`src/rtl/spi_slave.sv`:
```
// SPI target, CPOL=0 / CPHA=0, active-low chip enable.
// Serial inputs are synchronized and edge-detected in the i_clk domain.
module spi_slave #(
  parameter int WORD_SIZE   = 16,
  parameter int SYNC_STAGES = 2
) (
  input  logic                 i_clk,
  input  logic                 i_rst,
  input  logic                 i_sck,
  input  logic                 i_sce,
  input  logic                 i_sin,
  output logic                 o_sout,
  output logic                 o_soe,
  input  logic [WORD_SIZE-1:0] i_win,
  output logic [WORD_SIZE-1:0] o_wout,
  output logic                 o_wstb,
  output logic                 o_err,
  output logic                 o_busy
);

  localparam int CW = (WORD_SIZE > 1) ? $clog2(WORD_SIZE) : 1;
  localparam logic [CW-1:0] LAST = CW'(WORD_SIZE - 1);

  typedef enum logic [1:0] {IDLE, ACTIVE, DROP} state_t;

  state_t r_state;
  state_t w_state_nxt;

  logic [SYNC_STAGES-1:0] r_sck_sync;
  logic [SYNC_STAGES-1:0] r_sce_sync;
  logic [SYNC_STAGES-1:0] r_sin_sync;
  logic                   r_sck_d;
  logic                   r_sce_d;

  logic [WORD_SIZE-1:0] r_tx;
  logic [WORD_SIZE-1:0] r_rx;
  logic [WORD_SIZE-1:0] r_wout;
  logic [CW-1:0]        r_cnt;
  logic                 r_reload;
  logic                 r_wstb;
  logic                 r_err;

  logic w_sck_s;
  logic w_sce_s;
  logic w_sin_s;
  logic w_sck_rise;
  logic w_sck_fall;
  logic w_ce_fall;
  logic w_ce_rise;
  logic w_load;
  logic w_shin;
  logic w_shout;
  logic w_err;
  logic [WORD_SIZE-1:0] w_rx_nxt;

  // Synchronizers reset to the idle bus: SCK low, CE deasserted.
  always_ff @(posedge i_clk or posedge i_rst) begin
    if (i_rst) begin
      r_sck_sync <= '0;
      r_sce_sync <= '1;
      r_sin_sync <= '0;
      r_sck_d    <= 1'b0;
      r_sce_d    <= 1'b1;
    end else begin
      r_sck_sync <= {r_sck_sync[SYNC_STAGES-2:0], i_sck};
      r_sce_sync <= {r_sce_sync[SYNC_STAGES-2:0], i_sce};
      r_sin_sync <= {r_sin_sync[SYNC_STAGES-2:0], i_sin};
      r_sck_d    <= w_sck_s;
      r_sce_d    <= w_sce_s;
    end
  end

  assign w_sck_s    = r_sck_sync[SYNC_STAGES-1];
  assign w_sce_s    = r_sce_sync[SYNC_STAGES-1];
  assign w_sin_s    = r_sin_sync[SYNC_STAGES-1];
  assign w_sck_rise = w_sck_s & ~r_sck_d & ~w_sce_s;
  assign w_sck_fall = ~w_sck_s & r_sck_d & ~w_sce_s;
  assign w_ce_fall  = ~w_sce_s & r_sce_d;
  assign w_ce_rise  = w_sce_s & ~r_sce_d;
  assign w_rx_nxt   = {r_rx[WORD_SIZE-2:0], w_sin_s};

  always_ff @(posedge i_clk or posedge i_rst) begin
    if (i_rst) r_state <= IDLE;
    else       r_state <= w_state_nxt;
  end

  always_comb begin
    w_state_nxt = r_state;
    w_load      = 1'b0;
    w_shin      = 1'b0;
    w_shout     = 1'b0;
    w_err       = 1'b0;
    unique case (r_state)
      IDLE: begin
        if (w_ce_fall) begin
          if (!w_sck_s) begin
            w_load      = 1'b1;
            w_state_nxt = ACTIVE;
          end else begin
            w_err       = 1'b1;
            w_state_nxt = DROP;
          end
        end
      end
      ACTIVE: begin
        // CE rise beats a coincident SCK edge
        if (w_ce_rise) begin
          w_err       = (r_cnt != LAST);
          w_state_nxt = IDLE;
        end else if (w_sck_rise) begin
          w_shin = 1'b1;
        end else if (w_sck_fall) begin
          w_shout = 1'b1;
        end
      end
      DROP: begin
        if (w_ce_rise) w_state_nxt = IDLE;
      end
      default: w_state_nxt = IDLE;
    endcase
  end

  always_ff @(posedge i_clk or posedge i_rst) begin
    if (i_rst) begin
      r_tx     <= '0;
      r_rx     <= '0;
      r_wout   <= '0;
      r_cnt    <= '0;
      r_reload <= 1'b0;
      r_wstb   <= 1'b0;
      r_err    <= 1'b0;
    end else begin
      r_wstb <= 1'b0;
      r_err  <= w_err;
      if (w_load) begin
        r_tx     <= i_win;
        r_rx     <= '0;
        r_cnt    <= LAST;
        r_reload <= 1'b0;
      end
      if (w_shin) begin
        r_rx <= w_rx_nxt;
        if (r_cnt == '0) begin
          r_wout   <= w_rx_nxt;
          r_wstb   <= 1'b1;
          r_cnt    <= LAST;
          r_reload <= 1'b1;
        end else begin
          r_cnt <= r_cnt - 1'b1;
        end
      end
      if (w_shout) begin
        if (r_reload) begin
          r_tx     <= i_win;
          r_reload <= 1'b0;
        end else begin
          r_tx <= r_tx << 1;
        end
      end
    end
  end

  assign o_soe  = (r_state == ACTIVE);
  assign o_sout = (r_state == ACTIVE) & r_tx[WORD_SIZE-1];
  assign o_busy = (r_state != IDLE);
  assign o_wout = r_wout;
  assign o_wstb = r_wstb;
  assign o_err  = r_err;

endmodule

```
`config.mk`:
```
export PLATFORM = sky130hd
export DESIGN_NAME = spi_slave
export DESIGN_NICKNAME = d
export VERILOG_FILES = /design/src/rtl/spi_slave.sv
export SDC_FILE = /design/constraint.sdc
export NUM_CORES = 1
export LEC_CHECK = 0
export CAP_MARGIN = 20
export CORE_ASPECT_RATIO = 0.7
export CORE_MARGIN = 2
export CORE_UTILIZATION = 35
export DETAILED_ROUTE_END_ITERATION = 8
export DONT_BUFFER_PORTS = 1
export PLACE_DENSITY = 0.47
export SLEW_MARGIN = 20
export SYNTH_ARGS = -nofsm -noshare
export SYNTH_HDL_FRONTEND = slang
export SYNTH_SLANG_ARGS = --single-unit
```
`constraint.sdc`:
```
create_clock -name i_clk -period 1.7 [get_ports i_clk]
set_input_delay 0.17 -clock i_clk [delete_from_list [all_inputs] [get_ports i_clk]]
set_output_delay 0.17 -clock i_clk [all_outputs]
set_load 0.01 [all_outputs]
```
# ---- After elaboration in Yosys (flattened, before gate mapping)
# Index checks and enable logic that the tools add are counted.
dict set report op_classes {
  n_reduce_logical 8
  n_eq_ne 5
  addsub 1
  bitwise_logic 11
  n_mux 33
}
# cell count
set ops {}
lappend ops {{$mux 16} 3}
lappend ops {{$mux 15} 2}
lappend ops {{$mux 1} 20}
lappend ops {{$mux 4} 3}
lappend ops {{$and 1x1->1} 7}
lappend ops {{$mux 2} 3}
lappend ops {{$reduce_bool 2->1} 3}
lappend ops {{$logic_not 4->1} 1}
lappend ops {{$ne 4x4->1 const B} 1}
lappend ops {{$not 1->1} 4}
lappend ops {{$pmux 2 s2} 1}
lappend ops {{$reduce_and 2->1} 2}
lappend ops {{$sub 4x1->4 const B} 1}
lappend ops {{$eq 2x1->1 const B} 1}
lappend ops {{$eq 2x2->1 const B} 1}
lappend ops {{$logic_not 2->1} 1}
lappend ops {{$ne 2x1->1 const B} 1}
lappend ops {{$ne 2x2->1 const B} 1}
lappend ops {{$pmux 1 s2} 1}
lappend ops {{$reduce_or 2->1} 1}
dict set report word_totals {
  inputBits 21
  output_inout_bits 21
  wordCells 71
  ff_bits 64
}

# ---- Longest topological paths before layout
# Gate-level depths: netlist of run 1.
dict set report depth {
  depth_word 9
  ltp_mapped 7
  mapped_depth_nobuf 5
}

# ---- Worst setup path before layout of run 1
# Ideal clock, no wire load.
dict set report synth_path {
  path_kind {register to register}
  from {reg r_state[1]}
  to {reg r_wout[0] (netlist: o_wout[0])}
  required_time_ps 1575
  path_stages_with_launch 7
  arrival_time_ps 1601
  period_less_slack_ps 1726
  n_path_buf 1
  path_slack_ps -26
  setup_time_ps 125
  cell_sequence {dfrtp_1 -> inv_1 -> ha_1 -> and4bb_2 -> nand2_4 -> buf_6 -> mux2_4}
}
dict set report synth_between {
  elab_chain_len 3
}
# element line_no
set synth_lines {}
lappend synth_lines {{start, declared} 26} ;# state_t r_state;
lappend synth_lines {{start signal, assigned} 84} ;# else r_state <= w_state_nxt;
lappend synth_lines {{$eq 2x1->1} -}
lappend synth_lines {{net o_soe} 13} ;# output logic o_soe,
lappend synth_lines {{$mux 1} 93} ;# unique case (r_state)
lappend synth_lines {{$reduce_and 2->1 (no source line)} -}
lappend synth_lines {{end signal, assigned} 144} ;# r_wout <= w_rx_nxt;
lappend synth_lines {{end, declared} 37} ;# logic [WORD_SIZE-1:0] r_wout;
# The timed path passes the listed nets, and every way through them passes these cells.
# A chain may end at the register's enable or synchronous reset.

# ---- Final worst setup path of run 1
dict set report layout_path {
  from {reg r_state[1]}
  to {reg r_wout[6] (netlist: o_wout[6])}
}
dict set report layout_between {
  elab_chain_len 3
}
# element line_no
set layout_lines {}
lappend layout_lines {{$eq 2x1->1} 93}
lappend layout_lines {{$mux 1} 93}
lappend layout_lines {{$reduce_and 2->1 (no source line)} -}
# Every way passes these cells.

==> results.toml, run 1 <==
[status]
status = "complete, no violations"

[synth]
syn-num-nets = 252
synth-edff-count = 0
synth_area_per_cell_um2 = 12.2
syn-cell-area_mm2 = 0.00277
synthMuxAreaShare_pct = 7.58
synth_ff_type = "dfrtp_1"
synth_compound_area_share_pct = 17.5
synth.distinct_cells = 38
synth_top_area_share_pct = 55.1
synth-seq-cells = 64
synth_top_area_cell = "dfrtp_1"
yosysMostFrequentCell = "dfrtp_1"
yosysWarnings = 0
ys_seq_area_share_pct = 57.9
synth-xor-area-share_pct = 0
syn_inst = 227
synth-simple-area-share_pct = 11.0
synth_top_family_by_area = "compound AO/OA/AOI/OAI gates"
synth_fa_ha_area_share_pct = 1.81
synth-async-reset-ratio_pct = 100
ys_top_cells_by_area = "dfrtp_1 55%, a22o_1 5.1%, nand3b_1 4.6%"
synth_common_cells = "61 x dfrtp_1, 19 x o21ai_0, 17 x a21oi_1, 17 x nand3b_1, 16 x a22o_1"

[detailed_routing]
drt_pass1_iterations = 4
drtIter0Drc = 86
num_vias = 1897
drt-total-wl_mm = 5.93
drcViolationCount = 0
ant_nets = 0
wl_per_cell_um = 16.4
avgViaCountPerCell = 5.25

[timing]
final_hold_viol_count = 0
relSlewSlack_pct = 51.3
drv_slew = 0
worst_pin_slew_ns = 0.730
hold_ws_ns = 0.0208
setup_viol = 0
fin_crit_sh_pct = 94.5
setup_slack_ns = 0.0935
setup_tns_ns = 0
post-route-min-period_ns = 1.61
max_freq_ghz = 0.622
fin_skew_ns = 0.00601

[critical_path]
cp-startpoint = "r_state[1]"
endpoint_kind = "flop"
worstPathRequired_ns = 1.90
start_kind = "flop"
rrSetupSlack_ns = 0.09
worstReg2RegStart = "r_state[1]"
reg2reg_depth = 6
worstSetupPathType = "flop to flop"
r2r_end = "o_wout[6]"
critPathArrivalTime_ns = 1.81
crit_fanout = 17
worstSetupEndpoint = "o_wout[6]"

[cts]
cts_buffers = 9
h-tree-depth = 3
clkTransAtPathRegs_ns = 0.05
cts_root_buf = "clkbuf_16"
clock-sinks = 64
clock_latency_ns = 0.32
clock_path_buffers = 2
tritoncts = "done"

[floorplanning]
pin_count = 42
row_count = 27
dieArea_mm2 = 0.00866
dieWidth_um = 110
die_h_um = 78.5
core_mm2 = 0.00777
start_util_pct = 35.7

[place]
routabilityCongestion = 0.750
dp_hpwl_mm = 3.73
portBuffers = 0
place_area_mm2 = 0.00308
post-place-ws_ns = -0.230

[min_path]
hold_path_depth = 2
min_path_type = "input pin to flop"

[pwr]
p_seq_share_pct = 42.3
p_int_w = 0.00331
power.density_mw_per_mm2 = 1330
clock_power_share_pct = 35.1
power_frac_comb_pct = 22.6
p_switching_w = 0.00134
power_leakage_nw = 1.57
sw_frac_of_total_pct = 28.8
peakVddDrop_uv = 529

[global_routing]
grt_pass1_wl_mm = 9.80
overflow = 0
antenna_found_initial = 0
track_usage_pct = 15.0
grt_max_degree = 47
grt_pass1_vias = 1845

[cells_and_area]
fin_area_mm2 = 0.00349
num-nets-final = 280
fillers = 759
layout-drive-gt1-share_pct = 27.7
diodes = 0
areaGrowthSynthToFinish_pct = 25.9

[run]
drv_cap = 0
==> state kept, by name, indices dropped and copies added (netlist names) <==
signal	count
r_sck_sync	2
r_reload	1
r_sce_sync	2
r_rx	15
o_wout	16
o_err	1
r_state	2
r_sin_sync	2
r_cnt	4
o_wstb	1
r_tx	16
r_sce_d	1
r_sck_d	1
==> how the worst min path moves through the flow <==
stage | startpoint | endpoint | slack, ns
after floorplan | i_sce | r_sce_sync[0] | 0.17
after global placement | i_rst | o_wout[3] | 0.09
after detailed placement | i_rst | r_tx[4] | 0.08
after CTS | i_win[7] | r_tx[7] | 0.009
after global routing | i_win[7] | r_tx[7] | 0.03
final | i_win[7] | r_tx[7] | 0.02
==> layout make-up <==
type	count	area (um^2)	share of cell area, %
well taps	101	126	3.62
inverters	9	37.5	1.08
clock inverters	3	17.5	0.502
clock buffers	13	250	7.17
multi-input cells	139	1100	31.6
repair buffers	32	349	10.0
flip-flops and latches	64	1610	46.0
==> cells in the final DEF (no fill, tap or decap), drive strengths merged, types with 2 or more instances in the layout <==
| master | instances |
|---|---|
| a211oi | 2 |
| a21oi | 17 |
| a22o | 16 |
| a22oi | 2 |
| a31oi | 15 |
| and3 | 2 |
| and4bb | 2 |
| buf | 26 |
| clkbuf | 14 |
| clkinv | 2 |
| clkinvlp | 2 |
| dfrtp | 61 |
| dfstp | 3 |
| dlygate4sd3 | 5 |
| ha | 4 |
| inv | 8 |
| mux2 | 16 |
| nand2 | 5 |
| nand3 | 2 |
| nand3b | 17 |
| nor2 | 4 |
| nor3b | 2 |
| o21ai | 19 |
| o2bb2ai | 2 |
==> logic make-up (layout without fill, tap and decap cells) <==
family                   after synthesis  in the layout
AO/OA/AOI/OAI                         76             76
adder cells (fa/ha/maj)                4              4
flip-flops                            64             64
multiplexers                          16             16
buffers and inverters                 24             57
AND/OR/NAND/NOR                       43             43
==> per-stage QoR <==
stage               std cells  power, W  util (%)
finish                    361   0.00465      44.9
floorplan                 227   0.00257         -
global route              361   0.00494      44.9
global placement          338   0.00296      39.7
detailed placement        338   0.00297      39.7
CTS                       359   0.00467      44.2
==> routing by layer <==
metal / GRT usage, % / part of all wire (%) / up-vias
met5: 0 / 0 / -
met4: 5.63 / 1.4 / 0
met3: 5.15 / 6.4 / 7
met2: 19.1 / 40 / 41
met1: 22.9 / 52 / 948
li1: - / - / 901
==> critical path: stages (launching register included) <==
cell	delay (ns)
dfrtp_1	0.38
inv_2	0.08
ha_4	0.13
buf_6	0.11
and4bb_4	0.30
nand2_8	0.14
mux2_4	0.34
==> repair_timing <==
action                                  in CTS  in global routing
hold endpoints to repair                    22                  0
cloned                                       0                  1
setup buffers                                0                  1
pin swaps                                    0                  2
endpoints found under the setup margin      33                 29
hold buffers                                 5                  0
resized for setup                            6                  7
==> power groups by stage <==
stage | sequential, W | clock, W | combinational [W]
2_1_floorplan | 0.00193 | 0 | 0.000635
3_3_place_gp | 0.00197 | 0 | 0.000989
3_5_place_dp | 0.00197 | 0 | 0.00100
4_1_cts | 0.00195 | 0.00169 | 0.00102
5_1_grt | 0.00200 | 0.00175 | 0.00119
6_report | 0.00196 | 0.00163 | 0.00105
Power figures use the tool's default switching activity.
==> run 2: changes to the inputs <==
--- a/config.mk
+++ b/config.mk
@@ -6,7 +6,7 @@
 export NUM_CORES = 1
 export LEC_CHECK = 0
 export CAP_MARGIN = 20
-export CORE_ASPECT_RATIO = 0.7
+export CORE_ASPECT_RATIO = 1.4
 export CORE_MARGIN = 2
 export CORE_UTILIZATION = 35
 export DETAILED_ROUTE_END_ITERATION = 8
==> run 2 against run 1 <==
  * Power decreased by 12%
  * Routed wire length grew 3.9%
  * Highest routed layer unchanged
  * Worst setup slack worse by 0.028 ns
  * Non-clock buffer count up 5
  * Sequential cell count unchanged
  * Final area shrank 1.6%
  * Largest power group unchanged
  * First-iteration DRC count fell by 16%
  * Via count up 0.79%
  * Die area about the same
==> results.toml, run 2 (synthesis results as in run 1) <==
[cells_and_area]
diodes = 0
final_common_cell = "dfrtp_1"
areaGrowthSynthToFinish_pct = 23.9
fin_area_mm2 = 0.00343
num-nets-final = 286
layout-drive-gt1-share_pct = 27.4
layout_common_cells = "61 x dfrtp_1, 19 x o21ai_0, 17 x nand3b_1, 17 x buf_4, 16 x a22o_1"

[floorplanning]
dieArea_mm2 = 0.00866
pin_count = 42
row_count = 38
die_h_um = 109
start_util_pct = 36.0
dieWidth_um = 79.2
core_mm2 = 0.00770

[critical_path]
r2r_end = "o_wout[6]"
worstSetupPathType = "flop to flop"
crit_fanout = 9
endpoint_kind = "flop"
reg2reg_depth = 6
start_kind = "flop"
worstPathRequired_ns = 1.93
critPathArrivalTime_ns = 1.86
rrSetupSlack_ns = 0.07
worstReg2RegStart = "r_cnt[0]"

[global_routing]
overflow = 0
grt_pass1_wl_mm = 9.75
grt_max_degree = 33
grt_pass1_vias = 1895
antenna_found_initial = 0
track_usage_pct = 14.9

[pwr]
power.density_mw_per_mm2 = 1200
power_leakage_nw = 1.55
peakVddDrop_uv = 554
total_power_w = 0.00411

[timing]
final_hold_viol_count = 0
drv_slew = 0
setup_tns_ns = 0
fin_skew_ns = 0.00951
relSlewSlack_pct = 60.1
fin_crit_sh_pct = 96.1
setup_viol = 0
max_freq_ghz = 0.612
post-route-min-period_ns = 1.63
setup_slack_ns = 0.0657
worst_pin_slew_ns = 0.597

[place]
routabilityCongestion = 0.742
portBuffers = 0
dp_hpwl_mm = 3.84
place_area_mm2 = 0.00301
post-place-ws_ns = -0.202

[status]
status = "complete, no violations"

[min_path]
holdPathEnd = "r_tx[4]"
min_path_type = "input pin to flop"
hold_path_depth = 2
hp-start = "i_win[4]"

[cts]
clock_path_buffers = 2
cts_root_buf = "clkbuf_8"
cts_buffers = 9
clkTransAtPathRegs_ns = 0.08
clock_latency_ns = 0.35
tritoncts = "done"
h-tree-depth = 3
clock-sinks = 64

[detailed_routing]
num_vias = 1912
avgViaCountPerCell = 5.22
wl_per_cell_um = 16.8
drtIter0Drc = 72
drcViolationCount = 0
drt_pass1_iterations = 4
ant_nets = 0
drt-total-wl_mm = 6.16

[run]
drv_cap = 0
[run 2: changes by cell type in the layout (fill, tap and decap cells not counted), moves of 2 or more]
cell           change
clkbuf_1           -3
clkbuf_16         -10
a21oi_2            +2
dlygate4sd3_1     +10
buf_4              -2
clkbuf_8           +8
a21oi_1            -2
buf_12             -2
[run 2: cell type report]
| class | instances | area [um^2] |
|---|---|---|
| multi-input combinational | 140 | 1130 |
| clock inverter | 7 | 47.5 |
| sequential | 64 | 1610 |
| tap | 100 | 125 |
| timing repair buffer | 37 | 369 |
| inverter | 9 | 37.5 |
| clock buffer | 9 | 124 |
| fill | 746 | 4270 |
[run 2: report_power, final]
part | switching [W] | internal (W)
Combinational | 0.000534 | 0.000464
Sequential | 0.000179 | 0.00178
Clock | 0.000625 | 0.000527
Total | 0.00134 | 0.00278
[run 2: critical path, cell delays in order, from the launching register on]
cell     delay (ns)
dfrtp_1        0.40
inv_1          0.10
ha_1           0.20
nor3b_4        0.23
buf_4          0.18
nand2_8        0.10
mux2_4         0.31
[run 2: timing repair]
action,4_1_cts,5_1_grt
hold buffers,15,0
pin swaps,0,1
buffers inserted,0,4
endpoints found under the hold margin,36,0
cloned,0,1
resized for setup,5,10
endpoints found under the setup margin,33,28
[run 2: worst max-delay path by stage]
stage                from         end  slack [ns]  depth (start not counted)
6_report         r_cnt[0]   o_wout[6]        0.07                          6
5_1_grt        r_state[0]    r_cnt[3]      -0.007                          7
4_1_cts          r_cnt[0]  o_wout[15]        0.02                          5
3_5_place_dp   r_state[0]    r_tx[10]       -0.20                          5
3_3_place_gp   r_state[0]     r_tx[5]       -0.15                          5
2_1_floorplan  r_state[1]   o_wout[0]        0.04                          6
[run 2: per-stage QoR]
| stage | instances | hold WS (ns) | utilization (%) |
|---|---|---|---|
| final | 366 | 0.0157 | 44.6 |
| after floorplan | 227 | 0.174 | - |
| after CTS | 361 | 0.00672 | 43.5 |
| after global placement | 330 | 0.147 | 39.0 |
| after detailed placement | 330 | 0.149 | 39.0 |
| after global routing | 366 | 0.00483 | 44.6 |
[run 2: layer usage]
metal  track usage (%)  part of all wire [%]  vias to the layer above
met4              8.50                   2.5                        0
met5                 0                     0                        -
met1              18.3                    44                      954
met2              23.8                    50                       40
met3              3.81                   3.5                       13
li1                  -                     -                      905
